### config.mk
export PLATFORM = sky130hd
export DESIGN_NAME = lzc_norm_pipe
export DESIGN_NICKNAME = d
export VERILOG_FILES = /design/src/rtl/lzc_norm_pipe.sv
export SDC_FILE = /design/constraint.sdc
export NUM_CORES = 1
export LEC_CHECK = 0
export BUFFER_PORTS_ARGS = -buffer_cell sky130_fd_sc_hd__buf_2
export CELL_PAD_IN_SITES_DETAIL_PLACEMENT = 1
export CELL_PAD_IN_SITES_GLOBAL_PLACEMENT = 1
export CORE_MARGIN = 4
export CORE_UTILIZATION = 25
export CTS_BUF_LIST = sky130_fd_sc_hd__clkbuf_4
export DETAILED_ROUTE_END_ITERATION = 6
export GPL_TIMING_DRIVEN = 0
export PLACE_DENSITY_LB_ADDON = 0.25
export SYNTH_ARGS = -nofsm -noshare
export SYNTH_HDL_FRONTEND = slang
export SYNTH_SLANG_ARGS = --single-unit
### constraint.sdc
create_clock -name clk -period 5.08 [get_ports clk]
set_clock_uncertainty 0.05 [all_clocks]
set_input_delay 0.508 -clock clk [delete_from_list [all_inputs] [get_ports clk]]
set_output_delay 0.508 -clock clk [all_outputs]
set_load 0.01 [all_outputs]
### src/rtl/lzc_norm_pipe.sv
// lzc_norm_pipe: two-stage pipelined leading-zero / leading-sign counter with
// a normalising left shift. One operand is accepted per cycle on a
// valid/ready interface.
//
// Ports
//   clk, rst_n    clock (rising edge), asynchronous active-low reset
//   flush         synchronous clear of both pipeline stages
//   in_valid/in_ready, in_data, in_mode, in_tag
//                 operand input; in_mode 0 = leading zeros, 1 = leading sign bits
//   out_valid/out_ready, out_count, out_zero, out_norm, out_tag
//                 result output, driven straight from the stage-2 registers
module lzc_norm_pipe #(
  parameter int WIDTH = 32,
  parameter int TAG_W = 4,
  localparam int CW = $clog2(WIDTH) + 1
) (
  input  logic             clk,
  input  logic             rst_n,
  input  logic             flush,
  input  logic             in_valid,
  output logic             in_ready,
  input  logic [WIDTH-1:0] in_data,
  input  logic             in_mode,
  input  logic [TAG_W-1:0] in_tag,
  output logic             out_valid,
  input  logic             out_ready,
  output logic [CW-1:0]    out_count,
  output logic             out_zero,
  output logic [WIDTH-1:0] out_norm,
  output logic [TAG_W-1:0] out_tag
);

  localparam int LVL = $clog2(WIDTH);

  logic             s1_valid;
  logic [WIDTH-1:0] s1_data;
  logic             s1_mode;
  logic [TAG_W-1:0] s1_tag;
  logic [CW-1:0]    s1_count;
  logic             s1_zero;
  logic             s2_valid;
  logic             s2_adv;

  assign s2_adv    = !s2_valid || out_ready;
  assign in_ready  = !s1_valid || s2_adv;
  assign out_valid = s2_valid;

  // Sign mode is reduced to a leading-zero count: XOR with the sign bit turns
  // every leading copy of the sign into a zero, and the MSB itself always
  // becomes zero, so the count includes it.
  logic [WIDTH-1:0] scan;
  logic [CW-1:0]    node_cnt [LVL+1][WIDTH];
  logic             node_vld [LVL+1][WIDTH];
  logic [CW-1:0]    in_count;
  logic             in_zero;

  always_comb begin
    scan = in_mode ? (in_data ^ {WIDTH{in_data[WIDTH-1]}}) : in_data;
    for (int l = 0; l <= LVL; l++) begin
      for (int j = 0; j < WIDTH; j++) begin
        node_cnt[l][j] = '0;
        node_vld[l][j] = 1'b0;
      end
    end
    for (int j = 0; j < WIDTH; j++) begin
      node_vld[0][j] = scan[j];
    end
    // Merge cell: a node covering 2^l bits is valid if either half holds a
    // one; the upper half wins when valid, otherwise the lower half's count is
    // offset by the full width of the upper half.
    for (int l = 1; l <= LVL; l++) begin
      for (int j = 0; j < (WIDTH >> l); j++) begin
        node_vld[l][j] = node_vld[l-1][2*j+1] | node_vld[l-1][2*j];
        node_cnt[l][j] = node_vld[l-1][2*j+1] ? node_cnt[l-1][2*j+1]
                                              : CW'(1 << (l-1)) + node_cnt[l-1][2*j];
      end
    end
    in_count = node_vld[LVL][0] ? node_cnt[LVL][0] : CW'(WIDTH);
    in_zero  = (in_data == '0);
  end

  // Sign mode keeps one sign bit, so it shifts by count-1. A zero operand in
  // LZ mode has count == WIDTH, which wraps to a shift of 0; the result is
  // still zero.
  logic [LVL-1:0]   shamt;
  logic [WIDTH-1:0] sh [LVL+1];

  always_comb begin
    shamt = LVL'(s1_mode ? (s1_count - CW'(1)) : s1_count);
    sh[0] = s1_data;
    for (int k = 0; k < LVL; k++) begin
      sh[k+1] = shamt[k] ? (sh[k] << (1 << k)) : sh[k];
    end
  end

  always_ff @(posedge clk or negedge rst_n) begin
    if (!rst_n) begin
      s1_valid  <= 1'b0;
      s1_data   <= '0;
      s1_mode   <= 1'b0;
      s1_tag    <= '0;
      s1_count  <= '0;
      s1_zero   <= 1'b0;
      s2_valid  <= 1'b0;
      out_count <= '0;
      out_zero  <= 1'b0;
      out_norm  <= '0;
      out_tag   <= '0;
    end else if (flush) begin
      s1_valid <= 1'b0;
      s2_valid <= 1'b0;
    end else begin
      if (s2_adv) begin
        s2_valid <= s1_valid;
        if (s1_valid) begin
          out_count <= s1_count;
          out_zero  <= s1_zero;
          out_norm  <= sh[LVL];
          out_tag   <= s1_tag;
        end
      end
      if (in_ready) begin
        s1_valid <= in_valid;
        if (in_valid) begin
          s1_data  <= in_data;
          s1_mode  <= in_mode;
          s1_tag   <= in_tag;
          s1_count <= in_count;
          s1_zero  <= in_zero;
        end
      end
    end
  end

endmodule

==> impl_results.md <==
* Peak Freq at 306 MHz
* GRT Residual Overflow at 0
* #FFs+latches synth at 89
* Crit path kind: flop to flop
* Synth Area per Inst at 10.1 um2
* Layout area overhead at 17.5%
* Area leader, netlist: dfrtp_1
* Fillcell total at 2532
* Vias per inst at 5.10
* Die H at 156 um
* Final Power at 2630 uW
* Post-DP HPWL at 15.0 mm
* Compound-Gate Fraction of Synth Area at 0.137
* Post-synth ARST share at 1.00
* Ratio of cells with drive above 1 in the final layout at 0.252
* Ys Warns at 0
* CTS H-tree depth at 3
* Pre-Repair DR Iteration Count at 4
* Clock Pin Slew Worst Setup and Hold Paths at 0.15 ns
* Leak at 0.00298 uW
* Max Cap Violations at 0
* CP Data Required Time at 5.40 ns
* Starting Density at 0.253
* Ranking of synthesized cells by area: dfrtp_1 40%, mux2i_1 15%, mux2_2 7.0%
* Setup-failing EPs final at 0
* Worst IR Drop VDD at 0.101 mV
* RSZ-0062 raised after global routing: no
* First-pass GRT wire length at 29.4 mm
* Post-Synth XOR/XNOR Area at 0.0173
* DRC Markers at 0
* Vias in the first global route at 5020
* Hold Crit Class: input pin to flop
* TritonCTS clock tree: done
* Slew headroom at 0.185
* Die X at 156 um
* Outcome: finished, final reports clean
* Worst-Skew Late Latency at 0.45 ns
* Syn_nets at 589
* Simple logic cell fraction of the synthesized area at 0.158
* Die Area at 24500 um2
* Top-level I/O count at 87
* Antenna violation net count after detailed routing at 0
* Register area share after synthesis at 0.405
* Largest net degree at the start of global routing at 50
* Power Density at 406 nW/um2
* Post-route minimum period at 3.27 ns
* Final wirelength at 18.5 mm
* Unique cell type count in the Yosys netlist at 63
* # Post-CTS Setup Buffers at 0
* DR iter-0 viols at 293
* Row count at 54
* Crit start category: flop
* Largest family of logic cells by synthesized area: multiplexers
* Final Hold Viols at 0
* Post-Synthesis Cells at 545
* Total global-route track usage at 0.153
* Worst slew pin tran at 1.22 ns
* Initial antenna violation count at 0
* Slew Viols, Final at 0
* GP Congestion at 0.864
* Wire per inst at 20.0 um
* Clock Tree Buf Depth at 2
* Mapped Area at 5510 um2
* CTS Buf Count at 9
* Port Buf Inserts at 85
* Multiplexer share of the synthesized area at 0.245
* R2r setup slk at 1.81 ns
* Setup TNS at 0 ns
* Max Fanout on Critical Path at 10
* Clock root buffer: clkbuf_4
* Synth top area share at 0.405
* NumNets Final at 687
* Antenna Cells at 0
* Vias at 4736
* Synth Area in Adders at 0.00455
* Final worst-path cycle share at 0.644
* Core ar. at 21800 um2
* Main synth FF type: dfrtp_1
* TritonCTS sink count at 89
* Crit path arrival time at 3.59 ns
* Number of enable flip-flop cells after synthesis at 0
* CP endpoint kind: flop
==> path summary, 6_finish.rpt <==
path                                    startpoint                  endpoint  cells after the start
min                                          flush     out_valid$_DFFE_PN0P_                      2
max in group asynchronous                    rst_n   s1_data[29]$_DFFE_PN0P_                      3
max reg2reg                s1_count[0]$_DFFE_PN0P_  out_norm[27]$_DFFE_PN0P_                     10
max                        s1_count[0]$_DFFE_PN0P_  out_norm[27]$_DFFE_PN0P_                     10
min reg2reg                  s1_tag[1]$_DFFE_PN0P_    out_tag[1]$_DFFE_PN0P_                      2
min in group asynchronous                    rst_n   out_norm[2]$_DFFE_PN0P_                      2
==> state kept, by name (all words and copies together) (netlist names) <==
register   flops
s1_count       6
s1_valid       1
out_count      6
out_valid      1
out_norm      32
s1_data       32
s1_mode        1
out_zero       1
out_tag        4
s1_tag         4
s1_zero        1
==> cell usage in the layout, fill, tap and decap left out, drive strengths merged, types with 8 or more instances in the layout <==
master  Yosys  final
buf        15    101
dfrtp      89     89
mux2i      82     82
nand2      75     75
mux2       36     36
nor2       32     32
clkbuf     18     27
o21ai      22     22
a21oi      13     13
nor3       12     12
o22ai      10     10
a221o      10     10
nand4       9      9
inv         7      9
nand2b      8      8
nand3       8      8
==> worst max-delay path, cell delays in order, from the launching register on <==
cell      delay (ns)
dfrtp_1         0.35
buf_2           0.22
inv_1           0.16
ha_1            0.32
nand2_1         0.10
o21a_1          0.13
clkbuf_1        0.30
clkbuf_1        0.57
mux2i_1         0.67
a21oi_1         0.14
o221ai_1        0.18
==> what timing repair did <==
action                    in CTS  in global routing
resized for setup              0                  0
hold buffers                   1                  0
hold endpoints to repair      40                  0
==> report_power, final <==
part,switching [uW],leakage (uW),internal (uW)
Sequential,116,0.00111,874
Clock,267,0.0000769,154
Combinational,701,0.00179,514
==> metal layers <==
layer,track usage,vias up,part of all wire
li1,-,2242,-
met1,0.217,2386,0.49
met2,0.243,92,0.46
met3,0.0241,16,0.033
met4,0.0413,0,0.014
met5,0,-,0
==> area by class of cell <==
class                           count  area, um2  share of cell area
Tap cell                          280        350              0.0542
Buffer                             33        160              0.0248
Multi-Input combinational cell    416       3090               0.478
Inverter                            7       26.3             0.00406
Sequential cell                    89       2230               0.344
Timing Repair Buffer               87        465              0.0720
Clock buffer                        9       67.6              0.0104
Clock inverter                      7       77.6              0.0120
==> logic make-up (layout without fill, tap and decap cells) <==
group,after synthesis,after routing
adder cells (fa/ha/maj),2,2
buffers and inverters,40,143
flip-flops,89,89
AO/OA/AOI/OAI,105,105
XOR/XNOR,7,7
AND/OR/NAND/NOR,179,179
multiplexers,123,123
==> cells in the mapped netlist (all sizes together) (8+ instances only) <==
cell and n:
mux2 36, o22ai 10, nand2 75, a221o 10
a21oi 13, nor2 32, mux2i 82, clkbuf 18
nand2b 8, nor3 12, o21ai 22, nand3 8
nand4 9, buf 15, dfrtp 89
==> through the flow <==
step / hold slack, ns / cell area [um2] / cells / util / setup slack (ns)
global route: 0.166 / 6470 / 928 / 0.297 / 1.55
finish: 0.188 / 6470 / 928 / 0.297 / 1.81
detailed placement: 0.410 / 6310 / 911 / 0.290 / 1.89
global placement: 0.396 / 6280 / 910 / 0.289 / 1.89
floorplan: 0.162 / 5510 / 545 / - / 2.58
CTS: 0.152 / 6470 / 928 / 0.297 / 1.83
Power figures use the tool's default switching activity.
